**src/rtl/ofdm_packet_detect_corr_if.sv**
```systemverilog
// Sample-pair stream into the delayed-autocorrelation detector
// plus the metric and frame-detect results coming back out.
interface ofdm_packet_detect_corr_if;
  logic              Buffer_Enable;
  logic signed [7:0] DataARe;
  logic signed [7:0] DataAIm;
  logic signed [7:0] DataBRe;
  logic signed [7:0] DataBIm;
  logic              Frame_Done;
  logic              CorrValid;
  logic [21:0]       CorrMetric;
  logic [19:0]       EnergyOut;
  logic              FrameFinded;

  modport master (
    output Buffer_Enable, DataARe, DataAIm,
    output DataBRe, DataBIm, Frame_Done,
    input  CorrValid, CorrMetric, EnergyOut,
    input  FrameFinded
  );

  modport slave (
    input  Buffer_Enable, DataARe, DataAIm,
    input  DataBRe, DataBIm, Frame_Done,
    output CorrValid, CorrMetric, EnergyOut,
    output FrameFinded
  );
endinterface

```
**src/rtl/ofdm_packet_detect_corr.sv**
```systemverilog
// Delayed-autocorrelation packet detector: 16-beat sliding
// correlation/energy, ratio threshold and run-length detect FSM.
module ofdm_packet_detect_corr #(
  parameter int WIN        = 16,
  parameter int THRESH_NUM = 6,
  parameter int HOLD_CNT   = 32,
  parameter int EMIN       = 1024
) (
  input  logic Clk,
  input  logic Rst_n,
  ofdm_packet_detect_corr_if.slave bus
);
  localparam int WCW  = $clog2(WIN);
  localparam int RUNW = $clog2(HOLD_CNT + 1);

  typedef enum logic [1:0] {
    S_WARM,
    S_SRCH,
    S_FOUND
  } state_t;

  state_t r_state, w_nstate;
  logic [WCW-1:0]  r_wcnt, w_nwcnt;
  logic [RUNW-1:0] r_run, w_nrun, w_runinc;
  logic            w_flush;

  assign w_flush = (r_state == S_FOUND) && bus.Frame_Done;

  // Stage 1: conj product and power of the current sample
  logic signed [15:0] w_ar, w_ai, w_br, w_bi;
  logic signed [15:0] w_rr, w_ii, w_ir, w_ri;
  logic signed [15:0] w_sqr, w_sqi;
  logic signed [16:0] w_pre, w_pim;
  logic [15:0]        w_q;

  assign w_ar  = 16'(bus.DataARe);
  assign w_ai  = 16'(bus.DataAIm);
  assign w_br  = 16'(bus.DataBRe);
  assign w_bi  = 16'(bus.DataBIm);
  assign w_rr  = w_ar * w_br;
  assign w_ii  = w_ai * w_bi;
  assign w_ir  = w_ai * w_br;
  assign w_ri  = w_ar * w_bi;
  assign w_sqr = w_ar * w_ar;
  assign w_sqi = w_ai * w_ai;
  assign w_pre = {w_rr[15], w_rr} + {w_ii[15], w_ii};
  assign w_pim = {w_ir[15], w_ir} - {w_ri[15], w_ri};
  assign w_q   = $unsigned(w_sqr) + $unsigned(w_sqi);

  logic               r_v1;
  logic signed [16:0] r_pre, r_pim;
  logic [15:0]        r_q;

  always_ff @(posedge Clk or negedge Rst_n) begin
    if (!Rst_n) begin
      r_v1  <= 1'b0;
      r_pre <= '0;
      r_pim <= '0;
      r_q   <= '0;
    end else begin
      r_v1 <= bus.Buffer_Enable && !w_flush;
      if (bus.Buffer_Enable) begin
        r_pre <= w_pre;
        r_pim <= w_pim;
        r_q   <= w_q;
      end
    end
  end

  // Stage 2: sliding window sums over a WIN-deep delay line
  logic signed [16:0] r_dl_re [WIN];
  logic signed [16:0] r_dl_im [WIN];
  logic [15:0]        r_dl_q  [WIN];
  logic signed [20:0] r_cre, r_cim;
  logic [19:0]        r_e;
  logic               r_v2;

  always_ff @(posedge Clk or negedge Rst_n) begin
    if (!Rst_n) begin
      for (int i = 0; i < WIN; i++) begin
        r_dl_re[i] <= '0;
        r_dl_im[i] <= '0;
        r_dl_q[i]  <= '0;
      end
      r_cre <= '0;
      r_cim <= '0;
      r_e   <= '0;
      r_v2  <= 1'b0;
    end else if (w_flush) begin
      for (int i = 0; i < WIN; i++) begin
        r_dl_re[i] <= '0;
        r_dl_im[i] <= '0;
        r_dl_q[i]  <= '0;
      end
      r_cre <= '0;
      r_cim <= '0;
      r_e   <= '0;
      r_v2  <= 1'b0;
    end else begin
      r_v2 <= r_v1;
      if (r_v1) begin
        r_dl_re[0] <= r_pre;
        r_dl_im[0] <= r_pim;
        r_dl_q[0]  <= r_q;
        for (int i = 1; i < WIN; i++) begin
          r_dl_re[i] <= r_dl_re[i-1];
          r_dl_im[i] <= r_dl_im[i-1];
          r_dl_q[i]  <= r_dl_q[i-1];
        end
        r_cre <= r_cre
               + {{4{r_pre[16]}}, r_pre}
               - {{4{r_dl_re[WIN-1][16]}}, r_dl_re[WIN-1]};
        r_cim <= r_cim
               + {{4{r_pim[16]}}, r_pim}
               - {{4{r_dl_im[WIN-1][16]}}, r_dl_im[WIN-1]};
        r_e   <= r_e + {4'd0, r_q} - {4'd0, r_dl_q[WIN-1]};
      end
    end
  end

  // Stage 3: alpha-max/beta-min magnitude and ratio test
  logic [20:0] w_acre, w_acim, w_mx, w_mn;
  logic [21:0] w_m;
  logic [24:0] w_lhs, w_rhs;
  logic        w_hit;

  assign w_acre = r_cre[20] ? (~r_cre + 21'd1) : r_cre;
  assign w_acim = r_cim[20] ? (~r_cim + 21'd1) : r_cim;
  assign w_mx   = (w_acre >= w_acim) ? w_acre : w_acim;
  assign w_mn   = (w_acre >= w_acim) ? w_acim : w_acre;
  assign w_m    = {1'b0, w_mx} + 22'(w_mn >> 1);
  assign w_lhs  = {w_m, 3'b000};
  assign w_rhs  = {5'd0, r_e} * 25'(THRESH_NUM);
  assign w_hit  = (r_e >= 20'(EMIN)) && (w_lhs >= w_rhs);

  logic        r_cvalid, r_hit;
  logic [21:0] r_metric;
  logic [19:0] r_energy;

  always_ff @(posedge Clk or negedge Rst_n) begin
    if (!Rst_n) begin
      r_cvalid <= 1'b0;
      r_hit    <= 1'b0;
      r_metric <= '0;
      r_energy <= '0;
    end else begin
      r_cvalid <= r_v2 && !w_flush;
      if (r_v2 && !w_flush) begin
        r_hit    <= w_hit;
        r_metric <= w_m;
        r_energy <= r_e;
      end
    end
  end

  // Detection FSM
  always_ff @(posedge Clk or negedge Rst_n) begin
    if (!Rst_n) begin
      r_state <= S_WARM;
      r_wcnt  <= '0;
      r_run   <= '0;
    end else begin
      r_state <= w_nstate;
      r_wcnt  <= w_nwcnt;
      r_run   <= w_nrun;
    end
  end

  always_comb begin
    w_nstate = r_state;
    w_nwcnt  = r_wcnt;
    w_nrun   = r_run;
    w_runinc = r_run + 1'b1;
    unique case (r_state)
      S_WARM: begin
        if (r_cvalid) begin
          w_nwcnt = r_wcnt + 1'b1;
          if (r_wcnt == WCW'(WIN - 1)) begin
            w_nstate = S_SRCH;
            w_nrun   = r_hit ? RUNW'(1) : '0;
          end
        end
      end
      S_SRCH: begin
        if (r_cvalid) begin
          if (!r_hit) begin
            w_nrun = '0;
          end else begin
            w_nrun = w_runinc;
            if (w_runinc == RUNW'(HOLD_CNT))
              w_nstate = S_FOUND;
          end
        end
      end
      S_FOUND: begin
        if (bus.Frame_Done) begin
          w_nstate = S_WARM;
          w_nwcnt  = '0;
          w_nrun   = '0;
        end
      end
      default: begin
        w_nstate = S_WARM;
        w_nwcnt  = '0;
        w_nrun   = '0;
      end
    endcase
  end

  assign bus.CorrValid   = r_cvalid;
  assign bus.CorrMetric  = r_metric;
  assign bus.EnergyOut   = r_energy;
  assign bus.FrameFinded = (r_state == S_FOUND);
endmodule

```
**src/flat_wrapper.sv**
```systemverilog
// flat-port wrapper written by rule: the top's interface ports become plain ports
module ofdm_packet_detect_corr_flat 
#(
  parameter int WIN        = 16,
  parameter int THRESH_NUM = 6,
  parameter int HOLD_CNT   = 32,
  parameter int EMIN       = 1024
)
  (Clk, Rst_n, bus_Buffer_Enable, bus_DataARe, bus_DataAIm, bus_DataBRe, bus_DataBIm, bus_Frame_Done, bus_CorrValid, bus_CorrMetric, bus_EnergyOut, bus_FrameFinded);
  ofdm_packet_detect_corr_if bus_i ();
  input  logic Clk;
  input  logic Rst_n;
  input wire logic [$bits(bus_i.Buffer_Enable)-1:0] bus_Buffer_Enable;
  input wire logic [$bits(bus_i.DataARe)-1:0] bus_DataARe;
  input wire logic [$bits(bus_i.DataAIm)-1:0] bus_DataAIm;
  input wire logic [$bits(bus_i.DataBRe)-1:0] bus_DataBRe;
  input wire logic [$bits(bus_i.DataBIm)-1:0] bus_DataBIm;
  input wire logic [$bits(bus_i.Frame_Done)-1:0] bus_Frame_Done;
  output wire logic [$bits(bus_i.CorrValid)-1:0] bus_CorrValid;
  output wire logic [$bits(bus_i.CorrMetric)-1:0] bus_CorrMetric;
  output wire logic [$bits(bus_i.EnergyOut)-1:0] bus_EnergyOut;
  output wire logic [$bits(bus_i.FrameFinded)-1:0] bus_FrameFinded;
  assign bus_i.Buffer_Enable = bus_Buffer_Enable;
  assign bus_i.DataARe = bus_DataARe;
  assign bus_i.DataAIm = bus_DataAIm;
  assign bus_i.DataBRe = bus_DataBRe;
  assign bus_i.DataBIm = bus_DataBIm;
  assign bus_i.Frame_Done = bus_Frame_Done;
  assign bus_CorrValid = bus_i.CorrValid;
  assign bus_CorrMetric = bus_i.CorrMetric;
  assign bus_EnergyOut = bus_i.EnergyOut;
  assign bus_FrameFinded = bus_i.FrameFinded;
  ofdm_packet_detect_corr #(.WIN(WIN), .THRESH_NUM(THRESH_NUM), .HOLD_CNT(HOLD_CNT), .EMIN(EMIN)) u_core (.Clk(Clk), .Rst_n(Rst_n), .bus(bus_i));
endmodule
```
**config.mk**
```make
export PLATFORM = sky130hd
export DESIGN_NAME = ofdm_packet_detect_corr_flat
export DESIGN_NICKNAME = d
export VERILOG_FILES = /design/src/rtl/ofdm_packet_detect_corr_if.sv /design/src/rtl/ofdm_packet_detect_corr.sv /design/src/flat_wrapper.sv
export SDC_FILE = /design/constraint.sdc
export NUM_CORES = 2
export LEC_CHECK = 0
export BUFFER_PORTS_ARGS = -buffer_cell sky130_fd_sc_hd__buf_2
export CAP_MARGIN = 10
export CORE_MARGIN = 2
export CORE_UTILIZATION = 64
export CTS_CLUSTER_DIAMETER = 120
export DETAILED_ROUTE_END_ITERATION = 10
export PLACE_DENSITY_LB_ADDON = 0.12
export SKIP_CTS_REPAIR_TIMING = 1
export SYNTH_ARGS = -nofsm -noshare
export SYNTH_HDL_FRONTEND = slang
export SYNTH_SLANG_ARGS = --single-unit
```
**constraint.sdc**
```tcl
create_clock -name Clk -period 9.7 [get_ports Clk]
set_input_delay 0.485 -clock Clk [delete_from_list [all_inputs] [get_ports Clk]]
set_output_delay 0.485 -clock Clk [all_outputs]
set_load 0.03 [all_outputs]
```
==> metrics.cfg <==
[cells_and_area]
layout_common_cells = dfrtp_1 (969), a22o_1 (758), inv_1 (675)
nNetsFinal = 5842
num-fill-cells = 6428
final_common_cell = dfrtp_1
antenna_cells = 0
areaGrowthSynthToFinish_pct = 7.95
final_layout_size_suffix_gt1_share_pct = 6.47
final_core_util_pct = 69.9

[global_routing]
globalRoute.totalOverflow = 0
grt_pass1_vias = 38000
grt_antenna_before_repair = 1
grt_max_degree = 208
track_usage_pct = 27.5
grt_pass1_wl_mm = 205

[setup_path]
critPathCaptureType = register
startpoint_type = register
max_stage_delay_ns = 0.66
arrival_ns = 9.06
required_ns = 10.27
critPathMostFrequentCell = ha_1
path_class = register to register
slowest_stage = a21o_2
cp_max_fo = 30

[sta]
maxSlewHeadroom_pct = 28.1
min_period_ns = 8.50
worst_slew_pin_slew_ns = 1.08
rsz0062_at_grt = no
fmax_mhz = 118
finalHoldViolCount = 0
fin_crit_sh_pct = 87.6
fin_tns_setup_ns = 0
clock_skew_ns = 0.0360
fin_hold_ws_ns = 0.0456
setup_viol = 0
drv_slew = 0

[routing]
vias = 37400
routedWlPerCell_microns = 19.3
dr.first_iter.drc_count = 3192
wl_mm = 122
ant_nets = 0
dr.pass1.iters = 6
drc = 0
vias_per_cell = 5.95

[place]
dp_hpwl_mm = 83.1
portBuffers = 79
gp_congestion = 0.862

[die]
dieArea_sq_um = 92300
die_y_microns = 304
placementRows = 109
core_sq_um = 88800
io_pins = 80
dieWidth_microns = 304
start_util_pct = 64.8

[logic_synthesis]
synth.avg_cell_area_sq_um = 11.3
netlist_area_sq_um = 57500
synth-async-reset-ratio_pct = 100
yosys_register_bits = 970
ys_seq_area_share_pct = 42.2
synth_flop_cell = dfrtp_1
yosys_warnings = 0
synth_edf_count = 0
synthCells = 5100
synthesis.nets = 5907
yosysUniqueCellTypes = 65

[hold_path]
hold_path.class = input pin to register

[clocking]
cts_buffers = 98
clk_pin_slew_ns = 0.06
clock_sinks = 970
cts_tree = done
clk-insertion-delay-late_ns = 0.70
clockRootBuffer = clkbuf_16
clock_path_buffers = 3
htree_num_levels = 3

[job]
cap_violations = 0

[status]
status = completed

## kinds of logic after synthesis
group / Yosys count / share of synthesized area (%)
AND/OR/NAND/NOR: 843 / 7.11
multiplexers: 99 / 1.79
XOR/XNOR: 202 / 3.08
AO/OA/AOI/OAI: 1257 / 16.8
adder cells (fa/ha/maj): 771 / 22.7
buffers and inverters: 958 / 6.25
flip-flops: 970 / 42.2
## layout make-up
type / count / area [sq um] / area share (%)
Clock buffer: 136 / 2820 / 4.54
Clock inverter: 47 / 606 / 0.975
Inverter: 683 / 2570 / 4.14
Multi-Input combinational cell: 3172 / 29700 / 47.8
Sequential cell: 970 / 24300 / 39.1
Tap cell: 1165 / 1460 / 2.35
Timing Repair Buffer: 110 / 706 / 1.14
## stage by stage
stage	cells	instance area (sq um)	setup slack, ns
finish	6283	62100	1.20
global route	6283	62100	0.589
CTS	6282	62100	1.21
detailed placement	6099	58700	1.29
global placement	6099	58700	1.33
floorplan	5100	57500	2.38
## per-layer routing
metal  wire length [microns]  share of wire [%]  global-route usage [%]
met5                       9             0.0074                       0
met1                   56700                 47                    41.0
met4                    3350                2.8                    8.25
met3                    5270                4.3                    3.83
met2                   56200                 46                    42.5
## cell usage after synthesis, types with 19 or more instances
cell / number / area, sq um
dfrtp_1: 970 / 24300
inv_1: 675 / 2530
a22o_1: 758 / 6640
a21oi_1: 110 / 551
xor2_1: 39 / 342
fa_1: 455 / 9110
xnor2_1: 163 / 1430
a31oi_1: 19 / 119
nand2_1: 295 / 1110
mux2_2: 22 / 248
nor2_1: 168 / 631
nand2b_1: 25 / 156
nor2b_1: 29 / 181
o31ai_1: 22 / 165
a21o_1: 41 / 308
clkbuf_1: 264 / 991
a211oi_1: 21 / 158
nor3_1: 34 / 170
ha_1: 316 / 3950
o21ai_0: 187 / 936
mux2i_1: 76 / 761
and2_1: 190 / 1190
nand3_1: 36 / 180
## worst paths after layout
path / from / end / slack, ns / cells past startpoint
setup / recovery: u_core.r_cre[4] / u_core.r_hit / 1.20 / 30
min in group asynchronous: Rst_n / u_core.r_dl_im[71] / 0.44 / 2
setup reg to reg: u_core.r_cre[4] / u_core.r_hit / 1.20 / 30
hold reg to reg: u_core.bus.EnergyOut[19] / u_core.bus.EnergyOut[19] / 0.47 / 2
max in group asynchronous: Rst_n / u_core.r_dl_q[187] / 6.73 / 4
hold / removal: bus_Frame_Done / u_core.r_state[1] / 0.05 / 2
## critical path: cells and delay by family (launching register included)
kind / cells / cell delay [ns]
muxes: 1 / 0.12
buffers and inverters: 2 / 0.46
and+or+nand+nor: 11 / 2.26
adders and majority gates: 3 / 0.88
AOI/OAI and AO/OA: 11 / 3.72
xor gates and xnor gates: 2 / 0.48
DFF: 1 / 0.41
## flip-flops by register name, summed over array words and instances (netlist names), 2 cells and up
signal	cells
u_core.r_dl_q	256
u_core.bus.CorrMetric	22
u_core.r_wcnt	4
u_core.r_cre	21
u_core.r_e	20
u_core.r_pim	17
u_core.r_dl_im	272
u_core.r_cim	21
u_core.r_dl_re	272
u_core.r_run	6
u_core.bus.EnergyOut	20
u_core.r_state	2
u_core.r_pre	17
u_core.r_q	16
Power is not shown: default switching activity piles up to over one toggle a cycle in this logic, so the estimate is an artifact.
